--- config.mk ---
export PLATFORM = sky130hd
export DESIGN_NAME = util_debounce_repeat
export DESIGN_NICKNAME = d
export VERILOG_FILES = /design/src/rtl/util_debounce_repeat.sv
export SDC_FILE = /design/constraint.sdc
export NUM_CORES = 1
export LEC_CHECK = 0
export CORE_MARGIN = 1.5
export CORE_UTILIZATION = 40
export CTS_CLUSTER_DIAMETER = 30
export DETAILED_ROUTE_END_ITERATION = 10
export GPL_ROUTABILITY_DRIVEN = 1
export SYNTH_ARGS = -nofsm -noshare
export SYNTH_HDL_FRONTEND = slang
export SYNTH_SLANG_ARGS = --single-unit
--- constraint.sdc ---
create_clock -name clk -period 1.6 [get_ports clk]
set_clock_uncertainty 0.15 [all_clocks]
set_input_delay 0.32 -clock clk [delete_from_list [all_inputs] [get_ports clk]]
set_output_delay 0.32 -clock clk [all_outputs]
set_load 0.005 [all_outputs]
--- src/rtl/util_debounce_repeat.sv ---
`default_nettype none
// ============================================================================
//  Module   : util_debounce_repeat
//  Purpose  : Button conditioner for the OSD/keypad input path. Synchronizes
//             a raw asynchronous button line, rejects contact bounce, and
//             produces a clean level, one-cycle press/release strobes, and an
//             auto-repeat strobe (on press, after REPEAT_DELAY, then every
//             REPEAT_RATE cycles while held).
//  Revision : 1.0 - initial release
// ----------------------------------------------------------------------------
//  Parameters
//    DEBOUNCE     : consecutive differing samples needed to change level
//    REPEAT_DELAY : cycles from press strobe to first auto-repeat
//    REPEAT_RATE  : cycles between subsequent auto-repeats
//  Ports
//    clk          in  : clock, rising edge
//    res_n        in  : asynchronous active-low reset
//    d            in  : raw button line, active-high, asynchronous
//    level        out : debounced button state
//    press        out : one-cycle strobe on level 0->1
//    release_stb  out : one-cycle strobe on level 1->0
//                       ("release" is a reserved word in SystemVerilog)
//    rep          out : one-cycle strobe on press and on every auto-repeat
// ============================================================================
module util_debounce_repeat #(
    parameter int DEBOUNCE     = 4,
    parameter int REPEAT_DELAY = 10,
    parameter int REPEAT_RATE  = 3
) (
    input  logic clk,
    input  logic res_n,
    input  logic d,
    output logic level,
    output logic press,
    output logic release_stb,
    output logic rep
);

    // ------------------------------------------------------------------
    // Counter widths and terminal counts
    // ------------------------------------------------------------------
    localparam int DCNT_W   = (DEBOUNCE > 1) ? $clog2(DEBOUNCE) : 1;
    localparam int RCNT_MAX = (REPEAT_DELAY > REPEAT_RATE) ? REPEAT_DELAY : REPEAT_RATE;
    localparam int RCNT_W   = (RCNT_MAX > 1) ? $clog2(RCNT_MAX) : 1;

    localparam logic [DCNT_W-1:0] DCNT_TC  = DCNT_W'(DEBOUNCE - 1);
    localparam logic [RCNT_W-1:0] DELAY_TC = RCNT_W'(REPEAT_DELAY - 1);
    localparam logic [RCNT_W-1:0] RATE_TC  = RCNT_W'(REPEAT_RATE - 1);

    typedef enum logic [1:0] {
        ST_IDLE   = 2'd0,
        ST_DELAY  = 2'd1,
        ST_REPEAT = 2'd2
    } state_t;

    // ------------------------------------------------------------------
    // Signals
    // ------------------------------------------------------------------
    logic              s1;
    logic              q;
    logic [DCNT_W-1:0] dcnt;

    logic              upd;     // level changes on this edge
    logic              rise;
    logic              fall;

    state_t            state;
    state_t            state_nxt;
    logic [RCNT_W-1:0] rcnt;
    logic [RCNT_W-1:0] rcnt_nxt;
    logic              rep_nxt;

    // ------------------------------------------------------------------
    // Two-flop synchronizer
    // ------------------------------------------------------------------
    always_ff @(posedge clk or negedge res_n) begin
        if (!res_n) begin
            s1 <= 1'b0;
            q  <= 1'b0;
        end else begin
            s1 <= d;
            q  <= s1;
        end
    end

    // ------------------------------------------------------------------
    // Debounce: level flips only after DEBOUNCE consecutive samples of q
    // that differ from it; any agreeing sample restarts the count.
    // ------------------------------------------------------------------
    assign upd  = (q != level) && (dcnt == DCNT_TC);
    assign rise = upd & q;
    assign fall = upd & ~q;

    always_ff @(posedge clk or negedge res_n) begin
        if (!res_n) begin
            dcnt        <= '0;
            level       <= 1'b0;
            press       <= 1'b0;
            release_stb <= 1'b0;
        end else begin
            press       <= rise;
            release_stb <= fall;
            if (q == level) begin
                dcnt <= '0;
            end else if (upd) begin
                level <= q;
                dcnt  <= '0;
            end else begin
                dcnt <= dcnt + DCNT_W'(1);
            end
        end
    end

    // ------------------------------------------------------------------
    // Repeat FSM: state register
    // ------------------------------------------------------------------
    always_ff @(posedge clk or negedge res_n) begin
        if (!res_n) begin
            state <= ST_IDLE;
            rcnt  <= '0;
            rep   <= 1'b0;
        end else begin
            state <= state_nxt;
            rcnt  <= rcnt_nxt;
            rep   <= rep_nxt;
        end
    end

    // ------------------------------------------------------------------
    // Repeat FSM: next state. A release always wins over a coinciding
    // terminal count so no repeat is emitted on the release edge.
    // ------------------------------------------------------------------
    always_comb begin
        state_nxt = state;
        rcnt_nxt  = rcnt;
        rep_nxt   = 1'b0;
        case (state)
            ST_IDLE: begin
                rcnt_nxt = '0;
                if (rise) begin
                    rep_nxt   = 1'b1;
                    state_nxt = ST_DELAY;
                end
            end
            ST_DELAY: begin
                if (fall) begin
                    rcnt_nxt  = '0;
                    state_nxt = ST_IDLE;
                end else if (rcnt == DELAY_TC) begin
                    rep_nxt   = 1'b1;
                    rcnt_nxt  = '0;
                    state_nxt = ST_REPEAT;
                end else begin
                    rcnt_nxt = rcnt + RCNT_W'(1);
                end
            end
            ST_REPEAT: begin
                if (fall) begin
                    rcnt_nxt  = '0;
                    state_nxt = ST_IDLE;
                end else if (rcnt == RATE_TC) begin
                    rep_nxt  = 1'b1;
                    rcnt_nxt = '0;
                end else begin
                    rcnt_nxt = rcnt + RCNT_W'(1);
                end
            end
            default: begin
                rcnt_nxt  = '0;
                state_nxt = ST_IDLE;
            end
        endcase
    end

endmodule
`default_nettype wire

==> results.md, run 1 <==
* Post-route DRC at 0
* GR Util met3 at 3.60%
* Area grow syn2layout at 30.6%
* Initial antenna violation count at 0
* Endpoints failing setup at 0
* Post-synth EDFFs at 0
* Area of the multi-input gates at ~390 um^2
* Placer congestion estimate at just over 0.7
* Total CTS buffers at 3
* FFs w/ async S/R, synth at 100%
* Synthesis-stage register bit count at 14
* Crit path kind: reg2out
* 1st-iter DRT viols at 1
* Final Worst Setup Slack at 52.6 ps
* Vias in the first global route at ~460
* Worst setup EP type: primary output
* Fin crit period at 1550 ps
* Grt ovf at 0
* Final wirelength at 1.19 mm
* Worst-path cell chain: clkdlybuf4s50_1
* Critical path required time at 1130 ps
* Max_slew headroom at 78.2%
* Effective utilization at floorplan at between 40% and 50%
* Lkg Pwr at 0.450 nW
* RSZ-0062 raised after global routing: yes
* Max frequency at 0.646 GHz
* Reg clk slew, reported paths at 80 ps
* Antenna-violating nets left at 0
* Synth Warn # at 0
* Via Count at slightly below 500
* Clock Latency Late Sink at 280 ps
* Ant diodes at 0
* Peak supply drop at 0.675 mV
* Worst slew pin tran at 327 ps
* Met2 GRT Util at 19.4%
* Rows at 15
* Die Span Y at approximately 45 um
* 1st-pass router iterations at 2
* Netlist Area Pre-Place at roughly 720 um^2
* Crit-path max FO at 1
* Post-synth top area cell: dfrtp_1
* Pin count of the biggest net entering global routing at 15
* GRT met1 Usage at 20.7%
* CP Launch Type: flop
* H-tree levels at 1
* Post-synthesis net count at 71
* Root buf cell: clkbuf_4
* Syn Inst Count at 60
* Sequential share of the synthesized area at ~49%
* Final Hold Fails at 0
* Mean post-synth cell area at around 12 um^2
* CTS tree: yes
* Slowest cell on the critical path: clkdlybuf4s50_1
* Nets@finish at 88
* Tot Pwr at 0.00103 W
* CP max stage delay at 490 ps
* Critical path's top delay family: buffers and inverters
* Max Buffers Root-to-Sink at 2
* Outcome: completed
* FILL cells at between 150 and 200
* Pins over their slew limit at 0
* Die area at a little over 2000 um^2
* First-pass GRT wire length at 2.06 mm
* Max-cap violations at 0
* Number of buffers added on ports at 6
* Layout cells sized above 1 at 29.3%
* Pwr/cell area at 1100 nW/um^2
* Synth Flop Type: dfrtp_1
* WP buf/inv at 1
* DP Worst Slack at -3.54 ps
* Tot GR Track Use at between 10% and 20%
* Final Cycle Share at 96.7%
* Post-CTS Hold Fix Bufs at 0
* Routed len/inst at 11.9 um
* CTS sink cnt at 14
* Dpl hpwl at 831 um
* HP Class: in2async
* Yosys cell types at 25
* Worst Path Arrival at about 1100 ps
* Vias per Instance at 4.95
* Area of the core at roughly 1700 um^2
* Top cells by area, synth: dfrtp_1 49%, ha_1 14%, a211oi_1 4.2%
* Die X at 45.3 um
* Gr busiest metal: met1
* Share of the synthesized area in the top cell type at 49.0%
* Storage element area at 353 um^2
* # IOs at 7
[metrics by stage]
stage | instance area, um^2 | cells | hold slack (ps) | TNS (ps) | utilization [%]
after floorplan | 716 | 60 | -126 | 0 | -
after global placement | 830 | 94 | 183 | 0 | 48.6
after CTS | 878 | 99 | 197 | 0 | 51.4
after global routing | 935 | 100 | 204 | -26.6 | 54.7
after detailed placement | 830 | 94 | 187 | -4.77 | 48.6
final | 935 | 100 | 196 | 0 | 54.7
[final timing paths]
check | start | to | slack (ps) | cells past startpoint
setup / recovery | press | press | 50 | 1
hold / removal | res_n | rcnt[0] | 200 | 2
setup reg to reg | state[0] | state[1] | 60 | 5
hold reg to reg | s1 | q | 200 | 0
max in group asynchronous | res_n | level | 920 | 2
min in group clk | s1 | q | 200 | 0
[cell usage in the layout, fill, tap and decap left out]
cell and count:
a211oi_2 2, a31oi_1 3, nor3_1 1, ha_1 5
dfrtp_2 2, clkdlybuf4s50_1 3, o311ai_4 1, xor2_1 1
a211oi_1 2, o21a_1 1, or3b_1 1, buf_4 6
dfrtp_1 12, and3b_1 1, nand3_1 1, a32o_1 1
nand3b_1 1, inv_2 1, dlymetal6s2s_1 3, a21oi_1 1
mux2_2 1, ha_4 1, xnor2_1 2, or2_2 1
nand4bb_1 2, ha_2 2, a2bb2oi_1 1, nand4_1 1
nand3_2 1, nand2_1 1, nand3b_4 1, clkbuf_4 3
nor2_1 1, inv_1 7, nor2b_1 1
[cells in the mapped netlist (2+ instances only)]
cell,n
ha_1,8
a211oi_1,4
inv_1,8
a31oi_1,3
nand3_1,2
dfrtp_1,14
xnor2_1,2
nand4bb_1,2
[where the power goes]
group	switching, W	internal (W)	total [W]
registers	0.0000260	0.000412	0.000438
clock network	0.000109	0.0000872	0.000196
logic	0.000195	0.000203	0.000398
[registers in the layout, indices dropped and copies added (netlist names)]
signal,flops
press,1
dcnt,2
s1,1
rcnt,4
state,2
rep,1
release_stb,1
level,1
q,1
[layer usage]
metal | routed length [um] | vias to the layer above
met5 | 0 | -
met4 | 37 | 0
met3 | 35 | 4
met2 | 514 | 9
met1 | 598 | 232
li1 | - | 250
[final cells by class]
cell class / instances / share of cell area [%]
repair buffers: 12 / 12.0
clock buffers: 3 / 2.41
well taps: 25 / 3.35
flip-flops and latches: 14 / 37.8
multi-input cells: 38 / 41.2
inverters: 8 / 3.21
[logic make-up (layout without fill, tap and decap cells)]
| family | count (synthesis) | count (layout) | share of synthesized area [%] |
|---|---|---|---|
| muxes | 1 | 1 | 1.57 |
| DFF | 14 | 14 | 49.0 |
| xor gates and xnor gates | 3 | 3 | 3.67 |
| buffers and inverters | 8 | 23 | 4.20 |
| adders and majority gates | 8 | 8 | 14.0 |
| AOI/OAI and AO/OA | 12 | 12 | 12.4 |
| and+or+nand+nor | 14 | 14 | 15.2 |
[timing repair]
item	in CTS	in global routing
resized for setup	3	12
pin swaps	0	1
setup endpoints to repair	6	9
buffers inserted	2	1
No activity file was read; power rests on OpenSTA's default activity.
==> inputs of run 2 (changes only) <==
==> constraint.sdc (replaced) <==
create_clock -name clk -period 1.82 [get_ports clk]
set_clock_uncertainty 0.15 [all_clocks]
set_input_delay 0.364 -clock clk [delete_from_list [all_inputs] [get_ports clk]]
set_output_delay 0.364 -clock clk [all_outputs]
set_load 0.005 [all_outputs]
==> run 2 against run 1 <==
Net effect:
- die area unchanged
- flip-flop and latch count unchanged
- clock power increased by 11%
- first-iteration DRC count increased to 6.0 times the previous value
- critical endpoint is now level
- largest power group unchanged
- highest routed layer unchanged
==> results.md, run 2 (synthesized netlist as in run 1, its figures left out) <==
* Number of buffers added on ports at 6 (unchanged)
* Endpoints failing setup at 0 (unchanged)
* Reg clk slew, reported paths at 80 ps (about the same)
* Max frequency at 0.568 GHz
* Max reg flops at 4 (unchanged)
* Worst slew pin tran at 268 ps (was 327 ps)
* CP Launch Type: flop (unchanged)
* Clock Latency Late Sink at 280 ps (about the same)
* Worst R2R Path Depth at 5 (unchanged)
* Pin count of the biggest net entering global routing at 15 (unchanged)
* Post-CTS Setup Inserts at 0 (was 2)
* RSZ-0062 raised after global routing: no (was yes)
* Antenna-violating nets left at 0 (unchanged)
* Fin crit period at 1760 ps
* Critical path required time at 1310 ps (was 1130 ps)
* Worst Path Arrival at 1250 ps (was 1080 ps)
* Area grow syn2layout at 20.1% (was 30.6%)
* Die X at 45.3 um (unchanged)
* Vias in the first global route at 435 (was 456)
* Setup TNS at 0 ps (unchanged)
* Worst setup EP type: primary output (unchanged)
* Reg with most FFs: rcnt (unchanged)
* CTS sink cnt at 14 (unchanged)
* Routed len/inst at 11.7 um (was 11.9 um)
* Layout cells sized above 1 at 13.9% (was 29.3%)
* Post-route DRC at 0 (unchanged)
* Final wirelength at 1.13 mm (was 1.19 mm)
* Nets@finish at 84 (was 88)
* Total CTS buffers at 3 (unchanged)
* Final Hold Fails at 0 (unchanged)
* Initial antenna violation count at 0 (unchanged)
* Via Count at 481 (was 495)
* Placer congestion estimate at 0.774 (was 0.712)
* Commonest non-fill, non-tap cells in the layout: 13 x dfrtp_1, 8 x inv_1, 8 x ha_1 (was 12 x dfrtp_1, 7 x inv_1, 6 x buf_4)
* Pwr/cell area at 1030 nW/um^2 (was 1100 nW/um^2)
* Rows at 15 (unchanged)
* Dpl hpwl at 860 um (was 831 um)
* 1st-pass router iterations at 4 (was 2)
* Tot GR Track Use at 13.3% (was 14.7%)
* Effective utilization at floorplan at 41.9% (unchanged)
* Pins over their slew limit at 0 (unchanged)
* Max Buffers Root-to-Sink at 2 (unchanged)
* Finished Layout Cells at 97 (was 100)
* Die Span Y at 45.3 um (unchanged)
* WP buf/inv at 1 (unchanged)
* Critical path's top delay family: buffers and inverters (unchanged)
* H-tree levels at 1 (unchanged)
* Vias per Instance at 4.96 (was 4.95)
* Slowest cell on the critical path: clkdlybuf4s50_1 (unchanged)
* Area of the core at 1710 um^2 (unchanged)
* Root buf cell: clkbuf_4 (unchanged)
* Post-CTS Hold Fix Bufs at 0 (unchanged)
* Worst path depth at 1 (unchanged)
* Regs by FF count: rcnt: 4 flops, dcnt: 2 flops, state: 2 flops (unchanged)
* Max-cap violations at 0 (unchanged)
* CTS tree: yes (unchanged)
* CP max stage delay at 520 ps (was 490 ps)
* Final Cycle Share at 96.7%
* Worst-path cell chain: clkdlybuf4s50_1 (unchanged)
* Grt ovf at 0 (unchanged)
* 1st-iter DRT viols at 6 (was 1)
* Outcome: completed (unchanged)
* DP Cell Count at 93 (was 94)
* Die area at 2050 um^2 (unchanged)
* Crit path kind: reg2out (unchanged)
* First-pass GRT wire length at 1.84 mm (was 2.06 mm)
* Ant diodes at 0 (unchanged)
* # IOs at 7 (unchanged)
* Crit-path max FO at 7 (was 1)
* Peak supply drop at 0.481 mV (was 0.675 mV)
* HP Class: reg2reg (was in2async)
* Lkg Pwr at 0.387 nW (was 0.450 nW)
* FILL cells at 163 (was 153)
* Max_slew headroom at 81.8% (was 78.2%)
* WHS Path Cells at 0
* Most common cell after layout, fill and taps aside: dfrtp_1 (unchanged)
run 2: cell count changes in the layout (fill, tap and decap cells not counted), sizes merged:
cell	previous run	this run
buf	6	2
clkdlybuf4s50	3	6
clkbuf	3	4
dlymetal6s2s	3	0
run 2: what timing repair did:
action | in CTS | in global routing
resized for setup | 1 | 0
hold endpoints to repair | 0 | 0
setup endpoints to repair | 1 | 0
run 2: report_power, final:
| part | internal (W) | switching (W) |
|---|---|---|
| logic | 0.000136 | 0.000122 |
| clock network | 0.000122 | 0.0000951 |
| registers | 0.000362 | 0.0000518 |
run 2: worst paths after layout:
path                       slack (ps)  endpoint     start
min                               200         q        s1
max reg2reg                       170  state[1]  state[0]
max                                60     level     level
min in group asynchronous         240     press     res_n
min reg2reg                       200         q        s1
max in group asynchronous        1110     level     res_n
run 2: routing by layer:
layer  share of wire (%)  track usage, %  wire [um]  vias up
met2                  44            19.1        502       13
met3                 4.5            3.60         51        2
met1                  49            16.5        556      228
li1                    -               -          -      238
met4                 1.9            10.6         21        0
met5                   0               0          0        -
run 2: metrics by stage:
step	hold slack [ps]	utilization [%]	setup slack [ps]	cell area [um^2]	total power, W
2_1_floorplan	-81.6	-	254	716	0.000590
3_3_place_gp	184	48.1	220	822	0.000669
3_5_place_dp	188	48.1	184	822	0.000675
4_1_cts	208	50.3	47.9	860	0.000904
5_1_grt	227	50.3	15.8	860	0.000959
6_report	205	50.3	59.3	860	0.000889
run 2: layout make-up:
class,instances,area (um^2),area share [%]
Sequential cell,14,352,40.9
Multi-Input combinational cell,38,335,39.0
Timing Repair Buffer,8,75.1,8.73
Clock buffer,4,36.3,4.22
Tap cell,25,31.3,3.64
Inverter,8,30.0,3.49
